<file path="src/rtl/c432_resp_compactor.sv">
// c432_resp_compactor
//   Response-capture stage behind the c432 netlist. Each accepted vector's
//   seven primary outputs are folded into a 16-bit MISR signature. A per-output
//   ones counter records how often each output was 1. A session covers
//   num_vectors accepts and then holds in DONE. While in DONE, the signature is
//   compared against golden_sig.
//
// Ports
//   clk, rst       rising-edge clock, synchronous active-high reset
//   start          begin a session (honoured in IDLE / DONE)
//   num_vectors    vectors per session, sampled on accepted start
//   golden_sig     expected signature, compared while in DONE
//   resp_valid     resp carries one vector's outputs
//   resp           {N432,N431,N430,N421,N370,N329,N223}, bit0 = N223
//   resp_ready     high only in RUN
//   done           high in DONE
//   match          DONE & (signature == golden_sig)
//   signature      current MISR state
//   vec_count      vectors accepted this session
//   ones_count     lane i (CNT_W bits at i*CNT_W) = accepts with resp[i]=1

// One ones-counter lane. It is cleared on session start and bumped on an
// accept that carries a 1 on this lane.
module c432_ones_lane #(
  parameter int CNT_W = 16
) (
  input  logic             clk,
  input  logic             rst,
  input  logic             clr,
  input  logic             inc,
  output logic [CNT_W-1:0] count
);
  always_ff @(posedge clk) begin
    if (rst)      count <= '0;
    else if (clr) count <= '0;
    else if (inc) count <= count + 1'b1;
  end
endmodule

module c432_resp_compactor #(
  parameter int          CNT_W = 16,
  parameter logic [15:0] POLY  = 16'h100B,
  parameter logic [15:0] SEED  = 16'h0000
) (
  input  logic                 clk,
  input  logic                 rst,
  input  logic                 start,
  input  logic [CNT_W-1:0]     num_vectors,
  input  logic [15:0]          golden_sig,
  input  logic                 resp_valid,
  input  logic [6:0]           resp,
  output logic                 resp_ready,
  output logic                 done,
  output logic                 match,
  output logic [15:0]          signature,
  output logic [CNT_W-1:0]     vec_count,
  output logic [7*CNT_W-1:0]   ones_count
);
  localparam int NUM_LANES = 7;

  localparam logic [1:0] S_IDLE = 2'd0;
  localparam logic [1:0] S_RUN  = 2'd1;
  localparam logic [1:0] S_DONE = 2'd2;

  logic [1:0]       state;
  logic [CNT_W-1:0] target;
  logic             start_acc;
  logic             accept;
  logic             last_acc;
  logic [15:0]      sig_next;

  logic [NUM_LANES-1:0][CNT_W-1:0] ones_q;
  logic [NUM_LANES-1:0]            lane_inc;

  // start is ignored in RUN, so a pulse mid-session cannot restart it.
  assign start_acc = start && (state == S_IDLE || state == S_DONE);
  assign accept    = resp_valid && (state == S_RUN);
  // target is never 0 in RUN, so target-1 cannot wrap.
  assign last_acc  = accept && (vec_count == target - 1'b1);

  // Shift left. When the bit falling out of the MSB is 1, fold POLY back in.
  // Then XOR the response into the low bits.
  always_comb begin
    sig_next = {signature[14:0], 1'b0} ^ (signature[15] ? POLY : 16'h0000);
    sig_next = sig_next ^ {9'b0, resp};
  end

  always_ff @(posedge clk) begin
    if (rst) begin
      state     <= S_IDLE;
      target    <= '0;
      signature <= 16'h0000;
      vec_count <= '0;
    end else if (start_acc) begin
      state     <= (num_vectors == '0) ? S_DONE : S_RUN;
      target    <= num_vectors;
      signature <= SEED;
      vec_count <= '0;
    end else if (accept) begin
      signature <= sig_next;
      vec_count <= vec_count + 1'b1;
      if (last_acc) state <= S_DONE;
    end
  end

  assign lane_inc = resp & {NUM_LANES{accept}};

  for (genvar i = 0; i < NUM_LANES; i++) begin : g_lane
    c432_ones_lane #(.CNT_W(CNT_W)) u_lane (
      .clk   (clk),
      .rst   (rst),
      .clr   (start_acc),
      .inc   (lane_inc[i]),
      .count (ones_q[i])
    );
  end

  assign ones_count = ones_q;
  assign resp_ready = (state == S_RUN);
  assign done       = (state == S_DONE);
  assign match      = (state == S_DONE) && (signature == golden_sig);
endmodule

</file>
<file path="config.mk">
export PLATFORM = sky130hd
export DESIGN_NAME = c432_resp_compactor
export DESIGN_NICKNAME = d
export VERILOG_FILES = /design/src/rtl/c432_resp_compactor.sv
export SDC_FILE = /design/constraint.sdc
export NUM_CORES = 1
export LEC_CHECK = 0
export ABC_AREA = 1
export BUFFER_PORTS_ARGS = -buffer_cell sky130_fd_sc_hd__buf_2
export CAP_MARGIN = 5
export CORE_MARGIN = 2
export CORE_UTILIZATION = 45
export DETAILED_ROUTE_END_ITERATION = 7
export PLACE_DENSITY = 0.69
export SLEW_MARGIN = 20
export SYNTH_ARGS = -nofsm -noshare
export SYNTH_HDL_FRONTEND = slang
export SYNTH_SLANG_ARGS = --single-unit
</file>
<file path="constraint.sdc">
create_clock -name clk -period 5 [get_ports clk]
set_clock_uncertainty 0.15 [all_clocks]
set_input_delay 0.5 -clock clk [delete_from_list [all_inputs] [get_ports clk]]
set_output_delay 0.5 -clock clk [all_outputs]
set_load 0.01 [all_outputs]
</file>
Yosys cells after proc, flatten, opt, wreduce, memory -nomap -nowiden
Cells that the tools add are included.
- muxes and demuxes: 5
- bitwise operators: 3
- add/subtract/negate cells: 9
- eq/ne operators: 4
- reductions and logical operators: 11
- operator list (operator ; number):
    $add 16x1->16 const B ; 8
    $eq 16x16->1 ; 2
    $logic_not 16->1 ; 1
    $sub 16x1->16 const B ; 1
    $xor 16x13->16 ; 1
    $xor 16x7->16 ; 1
    $mux 13 ; 1
    $mux 2 ; 4
    $and 7x7->7 ; 1
    $logic_and 1x1->1 ; 4
    $reduce_bool 2->1 ; 2
    $eq 2x1->1 const B ; 1
    $eq 2x2->1 const B ; 1
    $logic_not 2->1 ; 1
    $reduce_and 2->1 ; 1
    $reduce_or 2->1 ; 1
    $logic_or 1x1->1 ; 1
- bits of input ports: 43
- output and inout bits: 147
- logic and storage cells: 43
- register bits after elaboration: 162

Logic depth before layout (Yosys ltp)
- word-level depth: 6
- mapped depth: 12
- mapped depth without buffers: 12

Modules after synthesis
A second synthesis with hierarchy kept.
- cell total of the unflattened synthesis: 1257
- area, all modules: 8863.5 um^2
- modules (own cells, without submodules) (module ; times used ; seq. area each (um^2) ; cells an instance ; area each (um^2)):
    c432_ones_lane ; 7 ; 320.3 ; 116 ; 844.6
    c432_resp_compactor ; 1 ; 1001.0 ; 445 ; 2951.6

Least setup slack after synthesis
Ideal clock, no wire load.
- path type: input to output
- start point: input golden_sig[2]
- end point: output match
- required time: 4350 ps
- arrival time: 1294 ps
- slack: 3056 ps
- stages on the path: 4
- buffers on the path: 0
- cell sequence: or2_2 -> a221oi_1 -> nand3_1 -> nor2_1
- word-level cells in the longest chain between the ends: 2
- ends and longest elaborated chain (element ; RTL line ; RTL):
    start: declaration ; 49 ; input logic [15:0] golden_sig,
    $eq 16x16->1 ; 121 ; assign match = (state == S_DONE) && (signature == golden_sig);
    $logic_and 1x1->1 ; 121 ;
    end: declaration ; 54 ; output logic match,
No other way between the ends.

Worst setup path in the final report
- start point: register signature[2]
- end point: output match
- word-level cells in the longest chain between the ends: 2
- ends and longest elaborated chain (element ; RTL line ; RTL):
    start: declaration ; 55 ; output logic [15:0] signature,
    start signal: assignment ; 100 ; signature <= sig_next;
    $eq 16x16->1 ; 121 ;
    $logic_and 1x1->1 ; 121 ;
No other way between the ends.

==> impl_results.md <==
- Core Area: 0.0174 mm^2
- Clk root buf: clkbuf_16
- Stages on worst setup path: 5
- Post_cts resized: 0
- FF+latch count, synth: 162
- FP Rows: 48
- Setup CP Type: flop to primary output
- Reg2reg end: g_lane[6].u_lane.count[13]
- Iteration-0 DRC Markers: 372
- Hold path depth: 2
- Crit path launch type: flop
- Rel. slew slack: 41.1%
- Setup TNS: 0 ps
- Min Tclk post-route: 2780 ps
- Sequential fraction of design power: 46.9%
- PnR worst setup slack: 2220 ps
- Initial DRT Pass Iterations: 4
- Combinational share of power: 8.4%
- WL final: 19.8 mm
- Die height: 138 um
- Vias: 7732
- Switching share of power: 24.7%
- Critical path cell sequence: or2_2 -> a221oi_1 -> nand3_1 -> nor2_1 -> buf_2
- Final setup violation count: 0
- CTS H-tree depth: 4
- Detailed placer's ending HPWL: 14.5 mm
- Yosys cell types: 46
- Clk network pwr share: 44.7%
- Worst skew pair latency: 420 ps
- Number of global-route vias before repair: 6913
- Worst EP arrival: 2130 ps
- Antenna-violating nets left: 0
- Leak: 0.00422 uW
- GRT Total Usage: 21.2%
- EDFF count, synth: 0
- Drt drc: 0
- Final period util: 55.5%
- Post-CTS setup buffer count: 0
- Area occupied by multi-input gates: 0.00406 mm^2
- Port bufs: 189
- Main synth FF type: dfxtp_1
- Top delay family on crit path: simple AND/OR/NAND/NOR gates
- Final Slew Violations: 0
- Synth Instances: 1095
- Die area: 0.0190 mm^2
- Dpl cell area: 0.00915 mm^2
- Unrepaired setup endpoints after global routing: false
- CP Capture Type: primary output
- Hold Violations, Final: 0
- R2r setup slk: 2660 ps
- Routability cong.: 0.827
- Reg2reg start: state[0]
- Starting Density: 46.2%
- Ys Warns: 0
- CP required: 4350 ps
- Slew at the pin closest to its max-slew limit: 883 ps
- Switching power: 700 uW
- Number of fill cells: 1696
- Bufs and invs on worst path: 1
- Crit path largest cell delay: 590 ps
- CTS tree: built
- P_int: 2140 uW
- P per Cell Area: 292 mW/mm^2
- Layout area overhead: 20.7%
- Initial antenna violation count: 1
- Sequential cell area fraction in the yosys report: 40.3%
- Sink Count: 162
- R2r worst-path depth: 9
- Outcome: finished, final reports clean
- Mapped Area: 0.00805 mm^2
- Maximum clock rate: 360 MHz
- IO Count: 190
- Storage cell area: 0.00324 mm^2
- Avg Cell Area, Syn: 7.35 um^2
- Die X: 138 um
- Final nets: 1326
- Post-route cell area: 0.00971 mm^2
- VDD IR max: 0.242 mV
- Share of post-route cells with drive strength above 1: 22.3%
- Maxcap violations: 0
- Clock tree buffer depth: 2
- Post-synth ARST share: 0%
- Hold Path End: state[0]
- Pin count of the biggest net entering global routing: 93
- Slowest cell on crit path: a221oi_1
- Worst Hold Class: primary input to flop
- First-pass GRT wire length: 32.1 mm
- CP max FO: 5
- Hold buffers post-CTS: 0
- Clk slew on worst S/H paths: 60 ps
- Via/cell ratio: 5.11
- Num CTS Buffers: 17
- DR WL/cell: 13.1 um
- Total grt overflow: 0
- Worst Hold Launch: rst
- Post-Place Worst Slack: 2460 ps
- Synthesized net count: 1147
power groups by stage:
| stage | combinational (uW) | sequential (uW) | clock, uW |
|---|---|---|---|
| after global placement | 235 | 1360 | 0 |
| after floorplan | 170 | 1360 | 0 |
| after CTS | 239 | 1330 | 1300 |
| after detailed placement | 238 | 1360 | 0 |
| after global routing | 274 | 1330 | 1340 |
| final | 237 | 1330 | 1270 |
final cells by class:
class	count	share of cell area (%)
timing repair buffer	190	9.82
antenna	1	0.0258
tap	225	2.90
clock buffer	22	4.68
sequential	162	33.4
clock inverter	9	1.12
multi-input combinational	740	41.8
inverter	163	6.31
layer usage:
layer / global-route usage, % / wire length, um / up-vias
li1: - / - / 4011
met1: 26.8 / 9290 / 3525
met2: 35.6 / 9230 / 180
met3: 5.30 / 1110 / 16
met4: 6.18 / 221 / 0
met5: 0 / 0 / -
Yosys cell counts, drive strengths merged, types with 3 or more instances:
| library cell | number | area, um^2 |
|---|---|---|
| nand2 | 164 | 666 |
| dfxtp | 162 | 3240 |
| inv | 158 | 593 |
| a21oi | 132 | 661 |
| nor2 | 115 | 616 |
| o21ai | 103 | 516 |
| nand3 | 55 | 328 |
| nor3 | 52 | 308 |
| xor2 | 21 | 184 |
| clkbuf | 19 | 71.3 |
| nand4 | 18 | 125 |
| nor4 | 13 | 81.3 |
| buf | 11 | 73.8 |
| ha | 9 | 113 |
| o21a | 9 | 67.6 |
| xnor2 | 9 | 78.8 |
| a211oi | 6 | 45.0 |
| a221oi | 5 | 43.8 |
| and3 | 5 | 31.3 |
| clkinv | 5 | 18.8 |
| a31oi | 3 | 18.8 |
| nand3b | 3 | 22.5 |
| nor3b | 3 | 27.5 |
| o22ai | 3 | 18.8 |
sequential cells by signal, indices dropped and copies added (netlist names):
register             flops
g_lane.u_lane.count    112
signature               16
state                    2
target                  16
vec_count               16
cells in the final DEF, fill, tap and decap left out, types with 6 or more instances in the layout:
cell	Yosys	routed
ha_1	9	9
o21ai_1	10	10
buf_2	2	189
inv_1	154	154
a211oi_1	6	6
nand2_2	11	11
nor2_1	83	82
nand3_1	49	49
nor2_2	13	13
nor2_4	18	19
nor4_1	13	13
xor2_1	21	21
dfxtp_1	162	162
clkbuf_16	0	17
nand2_1	150	150
a21oi_1	132	132
o21a_1	9	9
nor3_1	45	45
o21ai_0	93	93
nand4_1	16	16
xnor2_1	9	9
worst max path at each step:
stage / from / endpoint / slack [ps]
after detailed placement: start / g_lane[3].u_lane.count[11] / 2460
final: signature[2] / match / 2220
after CTS: signature[2] / match / 2190
after global placement: golden_sig[2] / match / 2470
after floorplan: golden_sig[2] / match / 3060
after global routing: signature[2] / match / 2110
through the flow:
stage	util, %	hold WS, ps	cells	total power (uW)
2_1_floorplan	-	317	1095	1530
3_3_place_gp	52.5	310	1480	1600
3_5_place_dp	52.5	313	1480	1600
4_1_cts	55.7	127	1511	2870
5_1_grt	55.8	135	1512	2950
6_report	55.8	146	1512	2840
cells by family (layout without fill, tap and decap cells):
kind of cell	Yosys count	after routing	synth area share, %
flops	162	162	40.3
xor+xnor	30	30	3.27
fa+ha+maj	9	9	1.40
simple gates	432	432	27.8
other cells	0	1	0
buf+inv	193	384	9.41
compound gates	269	269	17.9
(Power assumes the default switching activity.)
